--- src/rtl/spi_mux_pkg.sv ---
// Shared types and command-byte layout for the multi-channel SPI output mux.
package spi_mux_pkg;

  typedef enum logic [2:0] {
    STATE_RESET,
    STATE_IDLE,
    STATE_SHIFT,
    STATE_COMMIT,
    STATE_ERR,
    STATE_ERR_PULSE
  } state_t;

  localparam int CMD_W      = 8;
  localparam int CMD_EN_BIT = 7;
  localparam int CMD_CH_MSB = 6;

endpackage

--- src/rtl/spi_sync_edge.sv ---
// Multi-flop synchroniser for one asynchronous SPI pin, with single-cycle
// rise/fall pulses derived from the synchronised level.
module spi_sync_edge #(
  parameter int SYNC_STAGES = 2
) (
  input  logic clk,
  input  logic reset,
  input  logic i_async,
  output logic o_sync,
  output logic o_rise,
  output logic o_fall
);

  logic [SYNC_STAGES-1:0] r_chain;
  logic                   r_prev;

  always_ff @(posedge clk) begin
    if (reset) begin
      r_chain <= '0;
      r_prev  <= 1'b0;
    end else begin
      r_chain <= {r_chain[SYNC_STAGES-2:0], i_async};
      r_prev  <= r_chain[SYNC_STAGES-1];
    end
  end

  assign o_sync = r_chain[SYNC_STAGES-1];
  assign o_rise = r_chain[SYNC_STAGES-1] & ~r_prev;
  assign o_fall = ~r_chain[SYNC_STAGES-1] & r_prev;

endmodule

--- src/rtl/spi_mux_multi.sv ---
// SPI mode-0 slave committing command+data frames to NUM_CH output buses and
// driver enables. Define SPI_READBACK_EN to shift the addressed bus out on MISO.
//
// state           | meaning
// STATE_RESET     | wait for nCS high so a frame in flight at reset is dropped
// STATE_IDLE      | bus idle, waiting for nCS falling edge
// STATE_SHIFT     | sampling MOSI on SCK rising edges
// STATE_COMMIT    | one cycle: apply the received frame
// STATE_ERR       | overlong frame, ignore SCK until nCS rises
// STATE_ERR_PULSE | one cycle: flag frame_err, discard the frame
module spi_mux_multi
  import spi_mux_pkg::*;
#(
  parameter int NUM_CH      = 4,
  parameter int DATA_W      = 8,
  parameter int SYNC_STAGES = 2
) (
  input  logic                     clk,
  input  logic                     reset,
  input  logic                     spi_nCS,
  input  logic                     spi_sck,
  input  logic                     spi_mosi,
  output logic                     spi_miso,
  output logic                     spi_miso_oe,
  output logic [NUM_CH*DATA_W-1:0] out,
  output logic [NUM_CH-1:0]        out_en,
  output logic                     buffer_oe,
  output logic [2:0]               status,
  output logic                     frame_err
);

  localparam int FL    = CMD_W + DATA_W;
  localparam int CNT_W = $clog2(FL + 2);

  logic w_ncs, w_ncs_rise, w_ncs_fall;
  logic w_sck, w_sck_rise, w_sck_fall;
  logic w_mosi, w_mosi_rise, w_mosi_fall;
  logic w_unused;

  spi_sync_edge #(.SYNC_STAGES(SYNC_STAGES)) u_sync_ncs (
    .clk(clk), .reset(reset), .i_async(spi_nCS),
    .o_sync(w_ncs), .o_rise(w_ncs_rise), .o_fall(w_ncs_fall)
  );

  spi_sync_edge #(.SYNC_STAGES(SYNC_STAGES)) u_sync_sck (
    .clk(clk), .reset(reset), .i_async(spi_sck),
    .o_sync(w_sck), .o_rise(w_sck_rise), .o_fall(w_sck_fall)
  );

  spi_sync_edge #(.SYNC_STAGES(SYNC_STAGES)) u_sync_mosi (
    .clk(clk), .reset(reset), .i_async(spi_mosi),
    .o_sync(w_mosi), .o_rise(w_mosi_rise), .o_fall(w_mosi_fall)
  );

  state_t                  r_state, w_state_nxt;
  logic [CNT_W-1:0]        r_cnt;
  logic [FL-1:0]           r_shift;
  logic [NUM_CH*DATA_W-1:0] r_out;
  logic [NUM_CH-1:0]       r_out_en;
  logic                    r_buffer_oe;
  logic                    r_sticky;

  logic [CMD_W-1:0]        w_cmd;
  logic [DATA_W-1:0]       w_data;
  logic [CMD_CH_MSB:0]     w_ch;
  logic                    w_ch_bad;
  logic                    w_shift_en;

  assign w_cmd      = r_shift[FL-1 -: CMD_W];
  assign w_data     = r_shift[DATA_W-1:0];
  assign w_ch       = w_cmd[CMD_CH_MSB:0];
  assign w_ch_bad   = (int'(w_ch) >= NUM_CH);
  // nCS rising beats a coincident SCK edge
  assign w_shift_en = (r_state == STATE_SHIFT) && w_sck_rise && !w_ncs_rise;

  always_comb begin
    w_state_nxt = r_state;
    case (r_state)
      STATE_RESET:     if (w_ncs) w_state_nxt = STATE_IDLE;
      STATE_IDLE:      if (w_ncs_fall) w_state_nxt = STATE_SHIFT;
      STATE_SHIFT: begin
        if (w_ncs_rise)
          w_state_nxt = (r_cnt == CNT_W'(FL)) ? STATE_COMMIT : STATE_ERR_PULSE;
        else if (w_sck_rise && r_cnt == CNT_W'(FL))
          w_state_nxt = STATE_ERR;
      end
      STATE_COMMIT: begin
        if (w_ch_bad)   w_state_nxt = STATE_ERR_PULSE;
        else if (w_ncs) w_state_nxt = STATE_IDLE;
        else            w_state_nxt = STATE_SHIFT;
      end
      STATE_ERR:       if (w_ncs_rise) w_state_nxt = STATE_ERR_PULSE;
      STATE_ERR_PULSE: w_state_nxt = w_ncs ? STATE_IDLE : STATE_SHIFT;
      default:         w_state_nxt = STATE_RESET;
    endcase
  end

  always_ff @(posedge clk) begin
    if (reset) begin
      r_state     <= STATE_RESET;
      r_cnt       <= '0;
      r_shift     <= '0;
      r_out       <= '0;
      r_out_en    <= '0;
      r_buffer_oe <= 1'b0;
      r_sticky    <= 1'b0;
    end else begin
      r_state     <= w_state_nxt;
      r_buffer_oe <= 1'b1;
      if (r_state != STATE_SHIFT && w_state_nxt == STATE_SHIFT) begin
        r_cnt <= '0;
      end else if (w_shift_en) begin
        r_cnt   <= r_cnt + CNT_W'(1);
        r_shift <= {r_shift[FL-2:0], w_mosi};
      end
      if (r_state == STATE_COMMIT && !w_ch_bad) begin
        for (int k = 0; k < NUM_CH; k++) begin
          if (k == int'(w_ch)) begin
            if (w_cmd[CMD_EN_BIT]) r_out_en[k] <= w_data[0];
            else                   r_out[k*DATA_W +: DATA_W] <= w_data;
          end
        end
      end
      if (r_state == STATE_ERR_PULSE) r_sticky <= 1'b1;
    end
  end

`ifdef SPI_READBACK_EN
  logic [DATA_W-1:0] r_rb_sr;
  logic [DATA_W-1:0] w_rb_val;
  logic [CMD_W-1:0]  w_rb_cmd;
  logic              r_miso;

  // at count CMD_W the command byte sits in the low bits of the shifter
  assign w_rb_cmd = r_shift[CMD_W-1:0];

  always_comb begin
    w_rb_val = '0;
    if (!w_rb_cmd[CMD_EN_BIT]) begin
      for (int k = 0; k < NUM_CH; k++) begin
        if (k == int'(w_rb_cmd[CMD_CH_MSB:0])) w_rb_val = r_out[k*DATA_W +: DATA_W];
      end
    end
  end

  always_ff @(posedge clk) begin
    if (reset) begin
      r_miso  <= 1'b0;
      r_rb_sr <= '0;
    end else if (r_state == STATE_SHIFT && w_sck_fall && !w_ncs_rise) begin
      if (r_cnt == CNT_W'(CMD_W)) begin
        r_miso  <= w_rb_val[DATA_W-1];
        r_rb_sr <= w_rb_val << 1;
      end else if (r_cnt > CNT_W'(CMD_W) && r_cnt < CNT_W'(FL)) begin
        r_miso  <= r_rb_sr[DATA_W-1];
        r_rb_sr <= r_rb_sr << 1;
      end
    end
  end

  assign spi_miso    = r_miso;
  assign spi_miso_oe = (r_state == STATE_SHIFT) && (r_cnt >= CNT_W'(CMD_W)) &&
                       (r_cnt < CNT_W'(FL));
  assign w_unused    = ^{w_sck, w_mosi_rise, w_mosi_fall};
`else
  assign spi_miso    = 1'b0;
  assign spi_miso_oe = 1'b0;
  assign w_unused    = ^{w_sck, w_sck_fall, w_mosi_rise, w_mosi_fall};
`endif

  assign out       = r_out;
  assign out_en    = r_out_en;
  assign buffer_oe = r_buffer_oe;
  assign frame_err = (r_state == STATE_ERR_PULSE);
  assign status    = {r_sticky,
                      !w_ncs && (r_state == STATE_SHIFT || r_state == STATE_ERR),
                      reset};

endmodule

--- config.mk ---
export PLATFORM = sky130hd
export DESIGN_NAME = spi_mux_multi
export DESIGN_NICKNAME = d
export VERILOG_FILES = /design/src/rtl/spi_mux_pkg.sv /design/src/rtl/spi_sync_edge.sv /design/src/rtl/spi_mux_multi.sv
export SDC_FILE = /design/constraint.sdc
export NUM_CORES = 1
export LEC_CHECK = 0
export ABC_AREA = 0
export BUFFER_PORTS_ARGS = -buffer_cell sky130_fd_sc_hd__buf_2
export CORE_MARGIN = 8
export CORE_UTILIZATION = 49
export DETAILED_ROUTE_END_ITERATION = 12
export GPL_TIMING_DRIVEN = 0
export HOLD_SLACK_MARGIN = 0.08
export PLACE_DENSITY = 0.76
export SETUP_SLACK_MARGIN = 0.02
export SKIP_LAST_GASP = 1
export SLEW_MARGIN = 10
export SYNTH_ARGS = -nofsm -noshare
export SYNTH_HDL_FRONTEND = slang
export SYNTH_SLANG_ARGS = --single-unit
--- constraint.sdc ---
create_clock -name clk -period 1.84 [get_ports clk]
set_clock_uncertainty 0.1 [all_clocks]
set_input_delay 0.092 -clock clk [delete_from_list [all_inputs] [get_ports clk]]
set_output_delay 0.092 -clock clk [all_outputs]
set_load 0.005 [all_outputs]
== Word level (Yosys, flattened, before mapping) ==
Cells that the tools add are included.
Word-level totals
  memory bits (read-only): 0
  memories: 0
  register bits: 70
  logic and storage cells: 71
  bits in latches: 0
  input port bits: 5
  memory bits (writable): 0
Cells by class
  shifts and indexed selects: 0
  equality and inequality tests: 11
  multipliers: 0
  mux-type cells: 10
  add/sub/neg operators: 1
  div/mod/pow operators: 0
  bitwise gates (word level): 8
  magnitude comparators: 1
  reductions and logical operators: 22
Operators by type and width (count)
  $reduce_and 3->1: 8
  $mux 3: 7
  $pmux 3 s6: 1
  $eq 3x7->1 const A: 2
  $eq 3x2->1 const B: 3
  $eq 2x7->1 const A: 1
  $ge 7x3->1 const B: 1
  $logic_not 7->1: 1
  $eq 3x3->1 const B: 2
  $logic_and 1x1->1: 6
  $add 5x1->5 const B: 1
  $eq 5x5->1 const B: 1
  $not 1->1: 5
  $and 1x1->1: 3
  $eq 3x1->1 const B: 1
  $logic_not 1->1: 3
  $logic_not 3->1: 1
  $ne 3x2->1 const B: 1
  $mux 2: 1
  $reduce_and 2->1: 1
  $reduce_or 2->1: 1
  $logic_or 1x1->1: 1
  $mux 1: 1

== Depth between registers and ports, before layout ==
Gate-level depths: netlist of run 1.
  word-level depth: 10
  gate-level depth with buffers: 6
  mapped depth without buffers: 6

== Modules after synthesis ==
Synthesis of run 1 repeated with hierarchy kept, for this count alone.
Second synthesis, totals
  cell total of the unflattened synthesis: 297
  area total of the unflattened synthesis: 2815.2 um^2
Modules (own cells, without submodules)
  spi_mux_multi: area each 2541.2 um^2, instances 1, seq. area each 1241.2 um^2, cells an instance 273
  spi_sync_edge: area each 91.3 um^2, instances 3, seq. area each 60.1 um^2, cells an instance 8

== Worst setup path after synthesis of run 1 ==
Ideal clock, no wire load.
  path type: flip-flop to flip-flop
  start point: register r_shift[11]
  end point: register r_out[0] (netlist: out[0])
  path buffers: 1
  required time: 1.612 ns
  setup time: 0.128 ns
  setup slack: -0.198 ns
  arrival time: 1.810 ns
  cell stages (with the launch flop): 6
  cells stage by stage: dfxtp_1 -> or4_1 -> buf_2 -> nor4_4 -> mux2i_1 -> nor2_1
On the way
  cells in the longest elaborated chain, start to end: 4
  elaborated cells on any way between the ends: 5
RTL lines
  from (decl): RTL line spi_mux_multi.sv:57  | logic [FL-1:0] r_shift;
  from (signal assigned): RTL line spi_mux_multi.sv:114  | r_shift <= {r_shift[FL-2:0], w_mosi};
  $ge 7x3->1: RTL line spi_mux_multi.sv:72  | assign w_ch_bad = (int'(w_ch) >= NUM_CH);
  $logic_not 1->1: RTL line spi_mux_multi.sv:116  | if (r_state == STATE_COMMIT && !w_ch_bad) begin
  $logic_and 1x1->1: RTL line spi_mux_multi.sv:116
  $reduce_and 3->1 (no line) *
  to (signal, indexed assignment): RTL line spi_mux_multi.sv:120  | else r_out[k*DATA_W +: DATA_W] <= w_data;
  to (decl): RTL line spi_mux_multi.sv:58  | logic [NUM_CH*DATA_W-1:0] r_out;
Mark *: on every way between the ends. The rest lies on a longest branch, timed or not.
A chain may end at the register's enable or synchronous reset.

== Final worst setup path of run 1 ==
  start point: register r_shift[11]
  end point: register r_out[10] (netlist: out[10])
The elaborated chain is that of the path after synthesis.

==> results of run 1 <==
-- per-stage QoR --
stage / total power, µW / setup WS, ns / std cells
3_5_place_dp: 1630 / -0.439 / 417
4_1_cts: 2850 / -0.121 / 448
5_1_grt: 2920 / -0.179 / 450
2_1_floorplan: 1610 / -0.0820 / 301
3_3_place_gp: 1630 / -0.328 / 417
6_report: 2820 / -0.110 / 450
-- kinds of logic (layout without fill, tap and decap cells) --
logic type	Yosys count	after routing	share of synthesized area
AOI/OAI and AO/OA	30	30	0.0584
xor gates and xnor gates	5	5	0.0157
adders and majority gates	2	2	0.00898
buffers and inverters	30	107	0.0480
DFF	70	70	0.503
muxes	36	36	0.129
other	1	2	0.00135
and+or+nand+nor	126	126	0.235
-- power groups by stage --
stage	clock (µW)	sequential, µW	combinational [µW]
global placement	0	1560	62.9
global route	1310	1530	74.2
detailed placement	0	1560	63.9
floorplan	0	1560	45.8
finish	1220	1530	66.5
CTS	1250	1530	66.3
-- repair_timing --
item / in CTS / in global routing
cloned: 0 / 0
gates resized for setup: 14 / 15
endpoints found under the setup margin: 51 / 52
hold endpoints to repair: 3 / 0
hold buffers: 3 / 0
setup buffers: 14 / 7
pin swaps: 8 / 10
-- worst paths after layout --
check / startpoint / end / slack (ns) / cells past startpoint
max reg2reg: r_shift[11]$_SDFFE_PP0P_ / out[10]$_SDFFE_PP0P_ / -0.11 / 6
max: r_shift[11]$_SDFFE_PP0P_ / out[10]$_SDFFE_PP0P_ / -0.11 / 6
min: reset / buffer_oe$_DFF_P_ / 0.21 / 3
min reg2reg: u_sync_mosi.r_chain[1]$_SDFF_PP0_ / r_shift[0]$_SDFFE_PP0P_ / 0.34 / 2
-- worst register-to-register path, cell delays in order (launching register included) --
cell	delay, ns
dfxtp_2	0.33
or4_4	0.54
buf_6	0.15
nor4_4	0.26
buf_12	0.18
mux2i_1	0.20
nor2_1	0.06
-- routing by layer --
| metal | vias to the layer above | wire length, µm |
|---|---|---|
| li1 | 1161 | - |
| met5 | - | 0 |
| met1 | 1094 | 2900 |
| met4 | 0 | 158 |
| met3 | 15 | 393 |
| met2 | 70 | 3140 |
-- area by class of cell --
cell class | count | area, µm² | area share
inverters | 6 | 22.5 | 0.00631
plain buffers | 17 | 90.1 | 0.0253
flip-flops and latches | 70 | 1410 | 0.395
clock inverters | 7 | 73.8 | 0.0207
repair buffers | 68 | 435 | 0.122
clock buffers | 9 | 124 | 0.0347
well taps | 72 | 90.1 | 0.0253
multi-input cells | 201 | 1320 | 0.370
-- cells in the mapped netlist, types with 2 or more instances --
library cell,instances
buf_2,2
o21ai_0,2
xnor2_1,4
nand4_1,4
dfxtp_1,70
ha_1,2
a21oi_1,21
nor4_1,6
nor3b_1,3
nand3_1,6
nor2b_1,10
nor4_4,2
and3b_1,2
mux2i_1,36
nand2b_1,2
nand3b_1,2
nor3_1,8
buf_4,5
nand2_1,33
nor2_1,38
clkbuf_1,16
inv_1,6
-- state kept, by name, indices dropped and copies added, names as in the netlist --
register,cells
r_shift,16
u_sync_mosi.r_chain,2
r_sticky,1
u_sync_ncs.r_chain,2
u_sync_ncs.r_prev,1
r_cnt,5
buffer_oe,1
out,32
out_en,4
u_sync_sck.r_chain,2
r_state,3
u_sync_sck.r_prev,1
==> summary.txt, run 1 <==
Synth
  • Cell variety after synth: 42
  • Synthesis Warnings: 0
  • FF+latch count, synth: 70
  • Post-synth top area share: 0.503
  • Most area-hungry cell type in the Yosys netlist: dfxtp_1
  • Synth Cell Area: 2790 µm²
  • Main flop type after synthesis: dfxtp_1
  • Syn avg cell area: 9.29 µm²
  • Post-synthesis sequential area ratio: 0.503
  • Top cells by area, synth: dfxtp_1 50%, mux2i_1 13%, nor2_1 5.1%
  • FFs w/ async S/R, synth: 0
  • Post-synthesis instance total: 300
  • Post-synth EDFFs: 0

Placed design
  • Gp weighted congestion: 0.847
  • Placed cell areas: 3120 µm²
  • Buffers added on ports: 44
  • DP Wirelength: 4250 µm

GRT
  • All-layer global routing usage: 0.160
  • Initial antenna violation count: 0
  • Vias in the first global route: 2398
  • Met1 GRT Util: 0.177
  • Total gr overflow: 0
  • Largest net degree at the start of global routing: 14
  • GRT met3 Usage: 0.0510
  • M2 GR Usage: 0.265
  • Grt peak-use layer: met2
  • First-pass GRT wire length: 11100 µm

Clock network
  • Clock tree buffer depth: 2
  • CTS root buffer: clkbuf_8
  • CTS tree: built
  • Clock H-tree levels: 3
  • CTS Sinks: 70
  • Clock slew at reported path FFs: 0.08 ns
  • Total CTS buffers: 9
  • Skew-Pair Late Insertion Delay: 0.34 ns

Cells and area
  • # fillers: 457
  • # diodes: 0
  • Area Overhead vs Synth: 28.0%
  • Post-Layout Inst Area: 3570 µm²
  • Final core utilization: 0.648
  • # nets final: 380
  • Commonest non-fill, non-tap cell in the layout: dfxtp_1
  • Most frequent cells in the layout: 63 x dfxtp_1, 44 x buf_2, 38 x nor2_1
  • Share of post-route cells with drive strength above 1: 0.286

Route
  • Antenna violation net count after detailed routing: 0
  • DR vias/cell: 5.20
  • Initial DRC count: 133
  • Wirelength, routed: 6600 µm
  • WL per Instance: 14.7 µm
  • DRC Markers: 0
  • DR pass1 iterations: 4
  • Vias: 2340

STA
  • Min cycle time layout: 1.95 ns
  • Slew HR: 0.645
  • Tightest Pin Transition: 0.532 ns
  • Tcrit/Tclk final: 1.06
  • Tightest hold margin: 0.212 ns
  • Final TNS setup: -0.827 ns
  • RSZ-0062 raised after global routing: yes
  • Hold Violations, Final: 0
  • Final Max Slew Viols: 0
  • Setup violators final: 13
  • Setup WS post-layout: -0.110 ns
  • Fmax: 513 MHz

Floorplanning
  • Die Y: 91.4 µm
  • Ports: 48
  • Row count: 27
  • Placeable core area: 5510 µm²
  • Starting Density: 0.506
  • Die area: 8360 µm²
  • Die X: 91.4 µm

Pwr
  • Sequential Power Share: 0.543
  • Internal power: 2180 µW
  • Power per cell area: 791 nW/µm²
  • Gate power share: 0.024
  • Sw power: 641 µW
  • Leakage: 0.00152 µW
  • Clock power frac: 0.433
  • Peak supply drop: 0.410 mV
  • Sw Ratio: 0.227

Setup path
  • Arrival time worst endpoint: 2.06 ns
  • Critical setup path kind: reg2reg
  • CP Buf/Inv Count: 2
  • Crit-path max FO: 8
  • Critical path startpoint category: flop
  • Largest stage delay, worst path: 0.54 ns
  • Crit-path cells: or4_4 > buf_6 > nor4_4 > buf_12 > mux2i_1 > nor2_1
  • Crit end category: flop
  • Crit-path leading delay family: simple AND/OR/NAND/NOR gates
  • CP max stage cell: or4_4
  • WP data required: 1.95 ns

Hold path
  • Worst min path class: in2reg

Status
  • Violated checks: negative setup slack
  • Outcome: complete, but fails checks

Flow run
  • Max-cap violations: 0
Note: power is estimated with default switching activity, not from simulation.
==> inputs of run 2 (changes only) <==
- TNS_END_PERCENT: not set -> 1
==> run 2 against run 1 <==
- the flow still finishes with violations (negative setup slack)
- largest power group unchanged
- final area shrank 2.3%
- register-to-register slack lost 0.02 ns
- maximum frequency shrank 0.92%
- sequential power is essentially flat
- highest routed layer unchanged
- non-clock buffer count shrank 9
- final cell count shrank 2.0%
- utilization shrank 1.5 points
- routed wire length shrank 3.6%
- setup slack lost 0.018 ns
- first-iteration DRC count shrank 39%
==> summary.txt, run 2 (synthesis results as in run 1) <==
Setup path
  • Arrival time worst endpoint: 2.10 ns (+0.04 ns)
  • Crit-path max FO: 8 (unchanged)
  • Crit-path leading delay family: simple AND/OR/NAND/NOR gates
  • Critical path depth in cells: 6 (unchanged)
  • Crit-path cells: or4_1 > buf_6 > nor4_4 > buf_12 > mux2i_2 > nor2_1
  • Critical path startpoint category: flop
  • Worst r2r path cells: 6 (unchanged)
  • Critical setup path kind: reg2reg
  • WP data required: 1.97 ns (+0.02 ns)
  • Largest stage delay, worst path: 0.56 ns (+0.02 ns)
  • Crit end category: flop
  • CP max stage cell: or4_1
  • CP Buf/Inv Count: 2 (unchanged)

Placed design
  • Buffers added on ports: 44 (unchanged)
  • DP Wirelength: 4260 µm (+0.30%)
  • Placed cell areas: 3110 µm² (-0.20%)
  • Gp weighted congestion: 0.749 (-12%)
  • Setup WS pre-CTS: -0.462 ns (-0.0234 ns)

Route
  • DR pass1 iterations: 4 (unchanged)
  • Vias: 2296 (-1.9%)
  • Initial DRC count: 81 (-39%)
  • WL per Instance: 14.4 µm (-1.6%)
  • DRC Markers: 0 (unchanged)
  • Antenna violation net count after detailed routing: 0 (unchanged)
  • DR vias/cell: 5.21 (+0.12%)
  • Wirelength, routed: 6360 µm (-3.6%)

Pwr
  • Leakage: 0.00148 µW (-3.1%)
  • Peak supply drop: 0.509 mV (+24%)
  • Overall Power: 2970 µW (+5.4%)
  • Power per cell area: 853 nW/µm² (+7.9%)

STA
  • Slew HR: 0.614 (-0.0312)
  • RSZ-0062 raised after global routing: yes
  • Tightest hold margin: 0.183 ns (-0.0291 ns)
  • Final Max Slew Viols: 0 (unchanged)
  • Tightest Pin Transition: 0.579 ns (+0.0468 ns)
  • Fmax: 508 MHz (-0.92%)
  • Min cycle time layout: 1.97 ns (+0.0181 ns)
  • Tcrit/Tclk final: 1.07 (+0.00983)
  • Setup WS post-layout: -0.128 ns (-0.0181 ns)
  • Setup violators final: 18 (+5)
  • Hold Violations, Final: 0 (unchanged)

Cells and area
  • Reg area: 1410 µm² (-0.35%)
  • Max reg flops: 32 (unchanged)
  • Commonest non-fill, non-tap cell in the layout: dfxtp_1
  • # fillers: 451 (-1.3%)
  • Post-Layout Inst Area: 3480 µm² (-2.3%)
  • Area Overhead vs Synth: 25.1%
  • Most frequent cells in the layout: 67 x dfxtp_1, 44 x buf_2, 38 x nor2_1
  • # nets final: 371 (-2.4%)
  • # diodes: 0 (unchanged)
  • Share of post-route cells with drive strength above 1: 0.244 (-0.0418)
  • Multi-input gate area: 1300 µm² (-1.5%)

Clock network
  • Clock tree buffer depth: 2 (unchanged)
  • CTS root buffer: clkbuf_8
  • Skew-Pair Late Insertion Delay: 0.36 ns (+0.02 ns)
  • CTS Sinks: 70 (unchanged)
  • Clock slew at reported path FFs: 0.08 ns (about the same)
  • CTS tree: built
  • Total CTS buffers: 9 (unchanged)
  • Clock H-tree levels: 3 (unchanged)

GRT
  • Initial antenna violation count: 0 (unchanged)
  • Total gr overflow: 0 (unchanged)
  • All-layer global routing usage: 0.156 (-0.00496)
  • M2 GR Usage: 0.239 (-0.0252)
  • First-pass GRT wire length: 10400 µm (-6.4%)
  • Grt peak-use layer: met2
  • Met1 GRT Util: 0.181 (+0.00403)
  • Vias in the first global route: 2113 (-12%)
  • Largest net degree at the start of global routing: 14 (unchanged)
  • GRT met3 Usage: 0.0576 (+0.00658)

Floorplanning
  • Row count: 27 (unchanged)
  • Ports: 48 (unchanged)
  • Die Y: 91.4 µm (unchanged)
  • Starting Density: 0.506 (unchanged)
  • Placeable core area: 5510 µm² (unchanged)
  • Die X: 91.4 µm (unchanged)
  • Die area: 8360 µm² (unchanged)

Status
  • Outcome: complete, but fails checks
  • Violated checks: negative setup slack

Flow run
  • Max-cap violations: 0 (unchanged)

Hold path
  • Hold Path Cell Cnt: 3 (unchanged)
  • Worst min path class: in2reg
[run 2: changes by cell type in the layout (fill, tap and decap cells not counted), moves of 2 or more]
cell / previous run / this run
dfxtp_2: 7 / 3
dfxtp_1: 63 / 67
nor4_2: 1 / 3
buf_6: 5 / 1
buf_4: 21 / 11
[run 2: metal layers]
layer / part of all wire / vias to the layer above
met3: 0.058 / 10
met1: 0.45 / 1083
met4: 0.020 / 0
li1: - / 1142
met5: 0 / -
met2: 0.48 / 61
[run 2: stage by stage]
stage | std cells | TNS [ns] | utilization
global placement | 417 | -14.48 | 0.565
detailed placement | 417 | -17.59 | 0.565
finish | 441 | -1.39 | 0.633
floorplan | 301 | -1.54 | -
global route | 441 | -4.01 | 0.633
CTS | 438 | -14.89 | 0.613
[run 2: final timing paths]
| path | endpoint | start | slack, ns |
|---|---|---|---|
| max | out[5]$_SDFFE_PP0P_ | r_shift[11]$_SDFFE_PP0P_ | -0.13 |
| min | buffer_oe$_DFF_P_ | reset | 0.18 |
| max reg2reg | out[5]$_SDFFE_PP0P_ | r_shift[11]$_SDFFE_PP0P_ | -0.13 |
| min reg2reg | r_shift[0]$_SDFFE_PP0P_ | u_sync_mosi.r_chain[1]$_SDFF_PP0_ | 0.34 |
[run 2: repair_timing]
action,4_1_cts,5_1_grt
endpoints found under the setup margin,57,57
pin swaps,1,4
setup buffers,2,6
hold endpoints to repair,3,0
resized for setup,0,14
hold buffers,3,0
[run 2: worst min-delay path, stage by stage]
cell and delay (ns):
clkbuf_1 0.15, clkbuf_1 0.27, inv_1 0.09
[run 2: cell type report]
cell class                      count  share of cell area
Sequential cell                    70               0.403
Multi-Input combinational cell    201               0.373
Timing Repair Buffer               55              0.0962
Clock buffer                        9              0.0355
Buffer                             21              0.0316
Clock inverter                      7              0.0276
Tap cell                           72              0.0259
Inverter                            6             0.00646
[run 2: report_power, final]
part,internal (µW),switching [µW]
combinational,25.7,41.0
sequential,1520,7.60
clock,769,607
total,2320,655
==> inputs of run 3 (changes only) <==
- ABC_AREA: 0 -> 1
- PLACE_DENSITY: 0.76 -> 0.75
==> run 3 against run 2 <==
- the run now ends clean
- setup slack improved by 0.33 ns
- utilization is 5.1 points lower
- via count grew 30%
- power down 8.6%
- sequential power is essentially flat
- area after synthesis grew 21%
- final cell count up 43%
- critical path type unchanged
- highest routed layer unchanged
==> summary.txt, run 3 <==
Pwr
  • Leakage: 0.00188 µW (+28%)
  • Peak supply drop: 0.431 mV (-15%)
  • Power per cell area: 695 nW/µm² (-19%)

Synth
  • Post-synth EDFFs: 0 (unchanged)
  • Top-count cell post-synth: inv_1
  • Top cells by area, synth: dfxtp_1 42%, inv_1 12%, nand2_1 11%
  • Post-synth top area share: 0.416 (-0.0866)
  • FFs w/ async S/R, synth: 0 (unchanged)
  • FF+latch count, synth: 70 (unchanged)
  • Synthesis Warnings: 0 (unchanged)
  • Synth cell count leaders: 109 x inv_1, 102 x nand2_1, 70 x dfxtp_1
  • Syn avg cell area: 6.93 µm² (-25%)
  • Post-synthesis instance total: 486 (+62%)
  • Main flop type after synthesis: dfxtp_1
  • Most area-hungry cell type in the Yosys netlist: dfxtp_1
  • Cell variety after synth: 31 (-26%)
  • Synth Cell Area: 3370 µm² (+21%)
  • Post-synthesis sequential area ratio: 0.416 (-0.0866)

GRT
  • All-layer global routing usage: 0.161 (+0.00505)
  • Vias in the first global route: 2928 (+39%)
  • Total gr overflow: 0 (unchanged)
  • Largest net degree at the start of global routing: 11 (-3)
  • First-pass GRT wire length: 12900 µm (+25%)
  • Initial antenna violation count: 0 (unchanged)

Clock network
  • CTS Sinks: 70 (unchanged)
  • Skew-Pair Late Insertion Delay: 0.34 ns (-0.02 ns)
  • CTS root buffer: clkbuf_8
  • Total CTS buffers: 9 (unchanged)
  • Clock H-tree levels: 3 (unchanged)
  • Clock tree buffer depth: 2 (unchanged)
  • Clock slew at reported path FFs: 0.07 ns (about the same)
  • CTS tree: built
  • Setup Buffers After CTS: 0 (-2)

Cells and area
  • # fillers: 664 (+47%)
  • Post-Layout Inst Area: 3910 µm² (+12%)
  • Commonest non-fill, non-tap cell in the layout: inv_1
  • Share of post-route cells with drive strength above 1: 0.171 (-0.0733)
  • Most frequent cells in the layout: 109 x inv_1, 102 x nand2_1, 70 x dfxtp_1
  • Non-Filler Instances: 631 (+43%)
  • # nets final: 554 (+49%)
  • # diodes: 0 (unchanged)
  • Final core utilization: 0.582 (-0.0505)
  • Area Overhead vs Synth: 16.2%
  • Max reg flops: 32 (unchanged)

STA
  • Fmax: 610 MHz (+20%)
  • Setup violators final: 0 (-18)
  • RSZ-0062 raised after global routing: yes
  • Tightest hold margin: 0.303 ns (+0.120 ns)
  • Final Max Slew Viols: 0 (unchanged)
  • Min cycle time layout: 1.64 ns (-0.330 ns)
  • Tcrit/Tclk final: 0.890 (-0.179)
  • Hold Violations, Final: 0 (unchanged)
  • Final TNS setup: 0 ns (+1.39 ns)

Placed design
  • Buffers added on ports: 45 (+2.3%)
  • Placed cell areas: 3690 µm² (+19%)
  • Placed cell count: 612 (+47%)
  • Gp weighted congestion: 0.911 (+22%)
  • DP Wirelength: 5490 µm (+29%)

Hold path
  • Worst min path class: reg2reg
  • Critical hold path startpoint: u_sync_ncs.r_chain[0]$_SDFF_PP0_

Floorplanning
  • Die X: 98.9 µm (+8.2%)
  • Die area: 9780 µm² (+17%)
  • Starting Density: 0.501 (-0.00509)
  • Die Y: 98.9 µm (+8.2%)
  • Placeable core area: 6720 µm² (+22%)
  • Ports: 48 (unchanged)
  • Row count: 30 (+11%)

Route
  • Vias: 2988 (+30%)
  • Wirelength, routed: 7430 µm (+17%)
  • Antenna violation net count after detailed routing: 0 (unchanged)
  • DR pass1 iterations: 4 (unchanged)
  • WL per Instance: 11.8 µm (-18%)
  • DR vias/cell: 4.74 (-9.0%)
  • Initial DRC count: 160 (+98%)
  • DRC Markers: 0 (unchanged)

Setup path
  • Crit-path max FO: 10 (+2)
  • Critical setup path kind: reg2reg
  • WP data required: 1.98 ns (about the same)
  • Arrival time worst endpoint: 1.77 ns (-0.33 ns)
  • Crit path from: r_shift[15]$_SDFFE_PP0P_
  • Crit end category: flop
  • Critical path startpoint category: flop
  • Reg-to-reg startpoint: r_shift[15]$_SDFFE_PP0P_
  • R2R setup slack: 0.20 ns (+0.33 ns)

Status
  • Outcome: finished clean

Flow run
  • Max-cap violations: 0 (unchanged)
-- run 3: cell types whose count changed in the layout (fill, tap and decap cells not counted), moves of 17 or more --
cell | previous run | this run
mux2i_1 | 35 | 0
nand4_1 | 4 | 36
inv_1 | 6 | 109
nor2_1 | 38 | 66
nand2_1 | 33 | 102
o21ai_0 | 2 | 19
-- run 3: final timing paths --
check,cells after the start,end
worst max-delay path,6,out[14]$_SDFFE_PP0P_
worst min-delay path,2,u_sync_ncs.r_chain[1]$_SDFF_PP0_
worst max register to register,6,out[14]$_SDFFE_PP0P_
worst min register to register,2,u_sync_ncs.r_chain[1]$_SDFF_PP0_
-- run 3: routing by layer --
metal | track usage | vias up | routed length [µm]
li1 | - | 1585 | -
met1 | 0.181 | 1328 | 3300
met2 | 0.275 | 62 | 3610
met3 | 0.0444 | 13 | 408
met4 | 0.0732 | 0 | 120
met5 | 0 | - | 0
-- run 3: metrics by stage --
step,power (µW),worst slack [ns]
after floorplan,1630,0.403
after global routing,2820,-0.00489
after global placement,1650,0.211
after detailed placement,1660,0.135
after CTS,2730,0.117
final,2720,0.202
-- run 3: what timing repair did --
item                                   CTS  global route
hold buffers                             4             0
endpoints found under the hold margin    8             0
setup endpoints to repair                0            19
resized for setup                        0             2
-- run 3: report_power, final --
group / internal (µW) / switching, µW
combinational: 37.6 / 63.2
clock: 556 / 532
sequential: 1520 / 4.19
total: 2120 / 599
-- run 3: logic make-up after synthesis --
family	count (synthesis)	share of synthesized area
and+or+nand+nor	231	0.330
AOI/OAI and AO/OA	40	0.0610
xor gates and xnor gates	4	0.0104
other	1	0.00111
adders and majority gates	2	0.00743
buffers and inverters	138	0.174
DFF	70	0.416
-- run 3: area by class of cell --
type	instances	area, µm²	share of cell area
Sequential cell	70	1400	0.358
Clock buffer	14	163	0.0416
Tap cell	80	100	0.0256
Clock inverter	1	5.00	0.00128
Inverter	113	424	0.108
Timing Repair Buffer	49	265	0.0678
Buffer	25	161	0.0413
Multi-Input combinational cell	279	1390	0.356
-- run 3: worst max-delay path: stages, from the launching register on --
cell,delay [ns]
dfxtp_1,0.31
clkbuf_8,0.16
inv_2,0.22
clkbuf_1,0.42
nand4_1,0.19
nand2_1,0.10
nor2_1,0.04
